## src/rtl/mem_stage_pkg.sv

```systemverilog
// Shared word/strobe types plus the EX->MEM and MEM->WB pipeline payloads
// and FSM state encoding used by the MEM stage.
package mem_stage_pkg;

  localparam int WORD_W = 32;
  localparam int STRB_W = WORD_W / 8;

  typedef logic [WORD_W-1:0] word_t;

  typedef enum logic [1:0] {MSIZE_B, MSIZE_H, MSIZE_W} mem_size_t;

  typedef enum logic [2:0] {ST_IDLE, ST_REQ, ST_WAIT, ST_DONE, ST_DRAIN} mem_stage_state_t;

  typedef struct packed {
    word_t     alu_result;
    word_t     rt_word;
    logic [4:0] wr_reg;
    logic      reg_write;
    logic      mem_read;
    logic      mem_write;
    mem_size_t mem_size;
    logic      mem_unsigned;
  } e_m_reg_t;

  typedef struct packed {
    word_t      alu_result;
    word_t      mem_rdata;
    logic [4:0] wr_reg;
    logic       reg_write;
    logic       mem_to_reg;
    logic       mem_err;
    logic       mem_misalign;
  } m_w_reg_t;

  function automatic logic is_misaligned(input mem_size_t size, input logic [1:0] lo);
    case (size)
      MSIZE_B: return 1'b0;
      MSIZE_H: return lo[0];
      default: return |lo;
    endcase
  endfunction

endpackage

```

## src/rtl/mem_align.sv

```systemverilog
// Combinational byte-lane logic: store strobes and lane-replicated write data,
// plus load lane selection with sign/zero extension.
module mem_align
  import mem_stage_pkg::*;
(
  input  logic [1:0]        addr_lo_i,
  input  mem_size_t         size_i,
  input  logic              unsigned_i,
  input  word_t             rt_word_i,
  input  word_t             rdata_i,
  output logic [STRB_W-1:0] wstrb_o,
  output word_t             wdata_o,
  output word_t             ld_data_o
);

  logic [1:0]        off;
  logic [STRB_W-1:0] mask;
  logic [15:0]       lane;

  // Low address bits that cannot be honoured for the access size are dropped.
  always_comb begin
    off     = 2'b00;
    mask    = 4'b1111;
    wdata_o = rt_word_i;
    case (size_i)
      MSIZE_B: begin
        off     = addr_lo_i;
        mask    = 4'b0001;
        wdata_o = {4{rt_word_i[7:0]}};
      end
      MSIZE_H: begin
        off     = {addr_lo_i[1], 1'b0};
        mask    = 4'b0011;
        wdata_o = {2{rt_word_i[15:0]}};
      end
      default: ;
    endcase
    wstrb_o = mask << off;
    lane    = 16'(rdata_i >> {off, 3'b000});
    case (size_i)
      MSIZE_B: ld_data_o = {{24{lane[7] & ~unsigned_i}}, lane[7:0]};
      MSIZE_H: ld_data_o = {{16{lane[15] & ~unsigned_i}}, lane[15:0]};
      default: ld_data_o = rdata_i;
    endcase
  end

endmodule

```

## src/rtl/mem_stage.sv

```systemverilog
// MIPS MEM stage: holds the EX->MEM entry, runs the data-bus handshake and
// hands results to WB with backpressure. MEM_ALIGN_CHECK_EN enables misalignment traps.
module mem_stage
  import mem_stage_pkg::*;
#(
  parameter int ADDR_W      = 32,
  parameter int DATA_W      = 32,
  parameter int TIMEOUT_CYC = 0
) (
  input  logic              clk,
  input  logic              resetn,
  input  logic              flush,
  input  logic              in_valid,
  output logic              in_ready,
  input  e_m_reg_t          e_m_reg,
  output logic              out_valid,
  input  logic              out_ready,
  output m_w_reg_t          m_w_reg,
  output logic              dreq_valid,
  input  logic              dreq_ready,
  output logic [ADDR_W-1:0] dreq_addr,
  output logic [STRB_W-1:0] dreq_wstrb,
  output word_t             dreq_wdata,
  input  logic              dresp_valid,
  input  word_t             dresp_data
);

  localparam int TMO_W = (TIMEOUT_CYC > 0) ? $clog2(TIMEOUT_CYC + 1) : 1;

  if (DATA_W != 32) begin : g_bad_data_w
    $error("mem_stage: DATA_W must be 32");
  end
  if (ADDR_W < 3 || ADDR_W > WORD_W) begin : g_bad_addr_w
    $error("mem_stage: ADDR_W must be in 3..32");
  end

  mem_stage_state_t  state_q;
  e_m_reg_t          pl_q;
  m_w_reg_t          out_q;
  logic              out_valid_q;
  logic              dreq_valid_q;
  logic              err_pend_q;
  logic [TMO_W-1:0]  tmo_q;

  logic              accept_d;
  logic              mis_in_d;
  logic              launch_req_d;
  logic              timeout_d;
  logic [STRB_W-1:0] strb_d;
  word_t             ld_data_d;
  m_w_reg_t          out_direct_d;
  m_w_reg_t          out_resp_d;
  m_w_reg_t          out_tmo_d;

`ifdef MEM_ALIGN_CHECK_EN
  assign mis_in_d = is_misaligned(e_m_reg.mem_size, e_m_reg.alu_result[1:0]);
`else
  assign mis_in_d = 1'b0;
`endif

  // A flush in the same cycle blocks acceptance so EX never hands off a squashed op.
  assign in_ready     = ~flush & ((state_q == ST_IDLE) | ((state_q == ST_DONE) & out_ready));
  assign accept_d     = in_valid & in_ready;
  assign launch_req_d = (e_m_reg.mem_read | e_m_reg.mem_write) & ~mis_in_d;
  assign timeout_d    = (TIMEOUT_CYC != 0) && (tmo_q == TMO_W'(TIMEOUT_CYC));

  mem_align u_align (
    .addr_lo_i (pl_q.alu_result[1:0]),
    .size_i    (pl_q.mem_size),
    .unsigned_i(pl_q.mem_unsigned),
    .rt_word_i (pl_q.rt_word),
    .rdata_i   (dresp_data),
    .wstrb_o   (strb_d),
    .wdata_o   (dreq_wdata),
    .ld_data_o (ld_data_d)
  );

  assign dreq_addr  = {pl_q.alu_result[ADDR_W-1:2], 2'b00};
  assign dreq_wstrb = pl_q.mem_write ? strb_d : '0;
  assign dreq_valid = dreq_valid_q;
  assign out_valid  = out_valid_q;
  assign m_w_reg    = out_q;

  always_comb begin
    out_direct_d              = '0;
    out_direct_d.alu_result   = e_m_reg.alu_result;
    out_direct_d.wr_reg       = e_m_reg.wr_reg;
    out_direct_d.reg_write    = e_m_reg.reg_write;
    out_direct_d.mem_to_reg   = e_m_reg.mem_read;
    out_direct_d.mem_misalign = mis_in_d;

    out_resp_d            = '0;
    out_resp_d.alu_result = pl_q.alu_result;
    out_resp_d.wr_reg     = pl_q.wr_reg;
    out_resp_d.reg_write  = pl_q.reg_write;
    out_resp_d.mem_to_reg = pl_q.mem_read;
    out_resp_d.mem_rdata  = pl_q.mem_read ? ld_data_d : '0;

    out_tmo_d           = out_resp_d;
    out_tmo_d.mem_rdata = '0;
    out_tmo_d.mem_err   = 1'b1;
  end

  always_ff @(posedge clk or negedge resetn) begin
    if (!resetn) begin
      state_q      <= ST_IDLE;
      pl_q         <= '0;
      out_q        <= '0;
      out_valid_q  <= 1'b0;
      dreq_valid_q <= 1'b0;
      err_pend_q   <= 1'b0;
      tmo_q        <= '0;
    end else if (accept_d) begin
      pl_q         <= e_m_reg;
      tmo_q        <= '0;
      err_pend_q   <= 1'b0;
      dreq_valid_q <= launch_req_d;
      out_valid_q  <= ~launch_req_d;
      state_q      <= launch_req_d ? ST_REQ : ST_DONE;
      if (!launch_req_d) out_q <= out_direct_d;
    end else begin
      case (state_q)
        ST_IDLE: ;
        ST_REQ: begin
          if (flush) begin
            dreq_valid_q <= 1'b0;
            err_pend_q   <= 1'b0;
            state_q      <= dreq_ready ? ST_DRAIN : ST_IDLE;
          end else if (dreq_ready) begin
            dreq_valid_q <= 1'b0;
            tmo_q        <= '0;
            state_q      <= ST_WAIT;
          end
        end
        // A response arriving with the flush is already absorbed, so no DRAIN is needed.
        ST_WAIT: begin
          if (flush) begin
            err_pend_q <= 1'b0;
            state_q    <= dresp_valid ? ST_IDLE : ST_DRAIN;
          end else if (dresp_valid) begin
            out_q       <= out_resp_d;
            out_valid_q <= 1'b1;
            state_q     <= ST_DONE;
          end else if (timeout_d) begin
            out_q      <= out_tmo_d;
            err_pend_q <= 1'b1;
            state_q    <= ST_DRAIN;
          end else begin
            tmo_q <= tmo_q + 1'b1;
          end
        end
        ST_DONE: begin
          if (flush || out_ready) begin
            out_valid_q <= 1'b0;
            state_q     <= ST_IDLE;
          end
        end
        ST_DRAIN: begin
          if (dresp_valid) begin
            out_valid_q <= err_pend_q & ~flush;
            state_q     <= (err_pend_q && !flush) ? ST_DONE : ST_IDLE;
            err_pend_q  <= 1'b0;
          end else if (flush) begin
            err_pend_q <= 1'b0;
          end
        end
        default: state_q <= ST_IDLE;
      endcase
    end
  end

endmodule
```

## config.mk

```make
export PLATFORM = sky130hd
export DESIGN_NAME = mem_stage
export DESIGN_NICKNAME = d
export VERILOG_FILES = /design/src/rtl/mem_stage_pkg.sv /design/src/rtl/mem_align.sv /design/src/rtl/mem_stage.sv
export SDC_FILE = /design/constraint.sdc
export NUM_CORES = 1
export LEC_CHECK = 0
export CAP_MARGIN = 20
export CORE_MARGIN = 5
export CORE_UTILIZATION = 41
export DETAILED_ROUTE_END_ITERATION = 10
export PLACE_DENSITY_LB_ADDON = 0.12
export SYNTH_ARGS = -nofsm -noshare
export SYNTH_HDL_FRONTEND = slang
export SYNTH_SLANG_ARGS = --single-unit
```

## constraint.sdc

```tcl
create_clock -name clk -period 2 [get_ports clk]
set_input_delay 0.2 -clock clk [delete_from_list [all_inputs] [get_ports clk]]
set_output_delay 0.2 -clock clk [all_outputs]
set_load 0.005 [all_outputs]
```

* Yosys cells after proc, flatten, opt, wreduce, memory -nomap -nowiden
Index checks and enable logic that the tools add are counted.
** Cells by class
- Multiplexer cells :: 37
- Equal/unequal tests :: 14
- Shifts and indexed selects :: 2
- Reduce and logical (&&, ||, !) cells :: 16
- Bitwise logic cells :: 11
** Operator list (count)
- 73-bit 2-to-1 mux :: 5
- 32-bit one-hot mux with 2 select lines :: 2
- 32-bit 2-to-1 mux :: 1
- 32-bit by 5-bit right shift with 16-bit output :: 1
- 3-bit 2-to-1 mux :: 9
- 3-bit one-hot mux with 5 select lines :: 1
- 1-bit 2-to-1 mux :: 12
- 5-bit AND reduction :: 2
- 3-bit inequality test (second input constant) :: 3
- 4-bit inequality test (second input constant) :: 2
- 4-bit one-hot mux with 2 select lines :: 1
- 1-bit AND :: 6
- 3-bit by 2-bit equality test with 1-bit output (second input constant) :: 2
- 2-bit nonzero test :: 3
- 3-bit nonzero test :: 2
- 2-bit 2-to-1 mux :: 2
- 4-bit 2-to-1 mux :: 1
- 2-bit inequality test (second input constant) :: 2
- 2-bit one-hot mux with 2 select lines :: 1
- 4-bit AND reduction :: 1
- 4-bit nonzero test :: 1
- 4-bit by 2-bit << shifter with 4-bit output :: 1
- 3-bit by 1-bit equality test with 1-bit output (second input constant) :: 1
- 3-bit equality test (second input constant) :: 1
- 14 further kinds :: 17
** Word-level totals
- Output and inout bits :: 144
- Bits of input ports :: 114
- Flip-flop bits (word level) :: 154

* Depth between registers and ports, before layout
- Depth after elaboration :: 10
- Mapped depth :: 8

* Cells and area by module
Synthesis repeated with hierarchy kept, for this count alone.
** Second synthesis, totals
- Cell total of the unflattened synthesis :: 585
- Area total of the unflattened synthesis :: 7528.5 um2
** By module, submodules not included
- mem_stage :: area an instance 6314.8 um2, times used 1, cells each 412
- mem_align :: area an instance 1213.7 um2, times used 1, cells each 173

* Least setup slack after synthesis
Ideal clock, no wire load.
- Path kind :: register -> register
- Start point :: register state_q[1]
- End point :: register out_q, in the netlist m_w_reg[41]
- Data arrival time :: 2.057 ns
- Setup slack :: -0.181 ns
- Stages on the path, launching flop included :: 8
- Path buffers :: 2
- Cell sequence :: dfrtp_1 > nor2_1 > nor2_1 > or4b_4 > buf_6 > buf_6 > mux2_4 > mux2_2
** On the way
- Longest elaborated chain between the ends :: 7
- Elaborated cells between the ends (all ways) :: 13
- Classes of those cells :: eq/ne (4); mux (1); bitwise (4); reduce/logical (4)
** Ends and longest elaborated chain
- start: declaration :: line mem_stage.sv:37 : mem_stage_state_t state_q;
- start signal: assignment :: line mem_stage.sv:119 : state_q <= launch_req_d ? ST_REQ : ST_DONE;
- start signal: assignment :: line mem_stage.sv:128 : state_q <= dreq_ready ? ST_DRAIN : ST_IDLE;
- start signal: assignment :: line mem_stage.sv:139 : state_q <= dresp_valid ? ST_IDLE : ST_DRAIN;
- 3-bit by 2-bit equality test with 1-bit output :: line mem_stage.sv:62 : assign in_ready = ~flush & ((state_q == ST_IDLE) | ((state_q == ST_DONE) & out_ready));
- 1-bit AND :: line mem_stage.sv:62
- 1-bit OR :: line mem_stage.sv:62
- 1-bit AND :: line mem_stage.sv:62
- 1-bit AND :: line mem_stage.sv:63 : assign accept_d = in_valid & in_ready;
- 2-bit inequality test (no source line), or another cell as far along
- 4-bit AND reduction (no source line)
- end signal: assignment :: line mem_stage.sv:120 : if (!launch_req_d) out_q <= out_direct_d;
- end signal: assignment :: line mem_stage.sv:141 : out_q <= out_resp_d;
- end signal: assignment :: line mem_stage.sv:145 : out_q <= out_tmo_d;
- end: declaration :: line mem_stage.sv:39 : m_w_reg_t out_q;
Parallel ways exist; a longest one is shown, timed or not.
A chain may end at the register's enable or synchronous reset.

* Final worst setup path
- Start point :: register state_q[1]
- End point :: register out_q, in the netlist m_w_reg[49]
The elaborated chain is that of the path after synthesis.

==> impl_metrics.env <==
export IMPL_die_area_um2=20500
export IMPL_fmax_mhz=456
export IMPL_pre_cts_ws_ns=-0.378
export IMPL_max_clock_path_buffers=2
export IMPL_max_slew_margin=0.580
export IMPL_die_width_um=143
export IMPL_core_area_um2=17400
export IMPL_grt_pass1_vias=6408
export IMPL_cp_end_kind="flop"
export IMPL_regArea_um2=3810
export IMPL_status="finished, violations left"
export IMPL_start_util=0.419
export IMPL_period_needed_ns=2.19
export IMPL_gp_congestion=0.834
export IMPL_cts_sinks=152
export IMPL_ir_drop_mv=0.744
export IMPL_syn_cell_area_um2=7270
export IMPL_path_max_fanout=8
export IMPL_vias=5961
export IMPL_grt_overflow=0
export IMPL_worst_slack_ns=-0.194
export IMPL_worst_slew_pin_slew_ns=0.629
export IMPL_crit_required_ns=2.32
export IMPL_antenna_found_initial=0
export IMPL_dr_wl_met3_mm=1.74
export IMPL_synth_top_area_frac=0.523
export IMPL_worstSetupPathType="reg -> reg"
export IMPL_largest_register_ffs=71
export IMPL_grt_start_max_net_pins=52
export IMPL_cts_max_level=4
export IMPL_final_util=0.668
export IMPL_fin_skew_ns=0.0129
export IMPL_setup_viol=84
export IMPL_dp_hpwl_mm=15.3
export IMPL_yosys_top_cells_count="152 x dfrtp_1, 122 x mux2_2, 55 x nand2_1"
export IMPL_ys_seq_elements=152
export IMPL_root_buffer="clkbuf_16"
export IMPL_placed_cells=1065
export IMPL_dr_pass1_iters=5
export IMPL_synth_cell_types=52
export IMPL_vias_per_cell=5.23
export IMPL_cap_viol_max_count=0
export IMPL_leakage_nw=5.07
export IMPL_synthesis_instances=621
export IMPL_cp_arrival_ns=2.51
export IMPL_n_antenna_cell=0
export IMPL_synth_area_leaders="dfrtp_1 52%, mux2_2 19%, buf_4 4.3%, o21ai_0 3.3%, nand2_1 2.8%"
export IMPL_fp_row_count=48
export IMPL_synth_edff_count=0
export IMPL_layout_drive_gt1_share=0.330
export IMPL_chipHeight_um=143
export IMPL_fill_cells=1286
export IMPL_ys_flop_type="dfrtp_1"
export IMPL_drc_errors=0
export IMPL_drt_wirelength_per_cell_um=20.2
export IMPL_synthArstFlopShare=1.00
export IMPL_cts_clk_slew_worst_paths_ns=0.07
export IMPL_drv_slew=0
export IMPL_wirelength_mm=23.0
export IMPL_finalHoldViolCount=0
export IMPL_wl_met1_mm=9.47
export IMPL_place_area_um2=10100
export IMPL_syn_avg_cell_area_um2=11.7
export IMPL_p_per_area_nw_per_um2=1610
export IMPL_io_pins=258
export IMPL_hold_path_class="in -> async"
export IMPL_cts_tree="built"
export IMPL_clk_latency_ns=0.43
export IMPL_yosysSeqAreaShare=0.523
export IMPL_nets=1015
export IMPL_report_power_total_w=0.0187
export IMPL_multi_input_area_um2=3260
export IMPL_syn_to_final_growth_pct=59.4
export IMPL_finalCritPeriodShare=1.10
export IMPL_grtUsageTotal=0.219
export IMPL_synth_most_common_cell="dfrtp_1"
export IMPL_cts_buffers=17
export IMPL_finish_instance_area_um2=11600
export IMPL_rsz0062_at_grt="yes"
export IMPL_wl_met2_mm=11.3
export IMPL_grt_pass1_wl_mm=34.9
export IMPL_violations="negative setup slack"
export IMPL_stdcell_count=1139
export IMPL_synth_warnings=0
export IMPL_drt_first_iter_violations=376
export IMPL_top_layer_used="met4"
export IMPL_port_buffer_count=253
export IMPL_cp_start_kind="flop"
export IMPL_postRouteAntennaNets=0
export IMPL_synth_top_area_cell="dfrtp_1"
[kinds of logic (layout without fill, tap and decap cells)]
logic type / count (synthesis) / in the layout / synth area share
AO/OA/AOI/OAI: 126 / 126 / 0.110
other: 1 / 4 / 0.000516
buffers and inverters: 91 / 381 / 0.0730
AND/OR/NAND/NOR: 106 / 106 / 0.0661
flip-flops: 152 / 152 / 0.523
multiplexers: 145 / 145 / 0.228
[final timing paths]
path,cells past startpoint,slack [ns],to,from
worst max-delay path,6,-0.19,m_w_reg[49],state_q[1]
worst min-delay path,2,0.25,dreq_addr[19],resetn
worst max register to register,6,-0.19,m_w_reg[49],state_q[1]
worst min register to register,1,0.49,m_w_reg[2],m_w_reg[2]
max in group asynchronous,3,1.08,m_w_reg[71],resetn
min in group clk,2,0.38,pl_q[30],e_m_reg[30]
[area by class of cell]
cell class / instances / share of cell area
multi-input combinational: 381 / 0.281
tap: 225 / 0.0243
inverter: 10 / 0.00324
clock buffer: 18 / 0.0370
timing repair buffer: 339 / 0.307
sequential: 152 / 0.328
clock inverter: 14 / 0.0182
[layout by cell type (no fill, tap or decap), drive strengths merged, types with 7 or more instances in the layout]
master | Yosys | final
a21oi | 29 | 29
buf | 58 | 89
clkbuf | 23 | 21
clkdlybuf4s50 | 0 | 223
dfrtp | 152 | 152
dlygate4sd2 | 0 | 21
inv | 10 | 16
mux2 | 132 | 132
mux2i | 13 | 13
nand2 | 55 | 55
nor2 | 26 | 26
o21ai | 54 | 54
o41ai | 7 | 7
[report_power, final]
group,switching (W),internal (W)
logic,0.00378,0.00592
registers,0.000940,0.00452
clock network,0.00140,0.00213
[through the flow]
| stage | hold WS (ns) | TNS [ns] |
|---|---|---|
| final | 0.247 | -8.29 |
| after global routing | 0.272 | -12.05 |
| after CTS | 0.244 | -7.15 |
| after detailed placement | 0.130 | -33.82 |
| after global placement | 0.128 | -31.61 |
| after floorplan | -0.0956 | -1.12 |
[per-layer routing]
layer,vias up,track usage
met5,-,0
met1,2969,0.277
li1,2729,-
met2,226,0.360
met4,0,0.0690
met3,37,0.0670
[worst max-delay path, stage by stage (launching register included)]
cell,delay (ns)
dfrtp_1,0.41
and3_4,0.22
nor2_2,0.05
or4b_4,0.61
clkbuf_16,0.24
mux2_4,0.31
mux2_4,0.25
[repair_timing]
item | CTS | global route
endpoints found under the setup margin | 134 | 118
hold buffers | 1 | 0
endpoints found under the hold margin | 34 | 0
setup buffers | 21 | 15
cloned | 8 | 2
gates resized for setup | 138 | 43
pin swaps | 5 | 14
No activity file was read; power rests on OpenSTA's default activity.
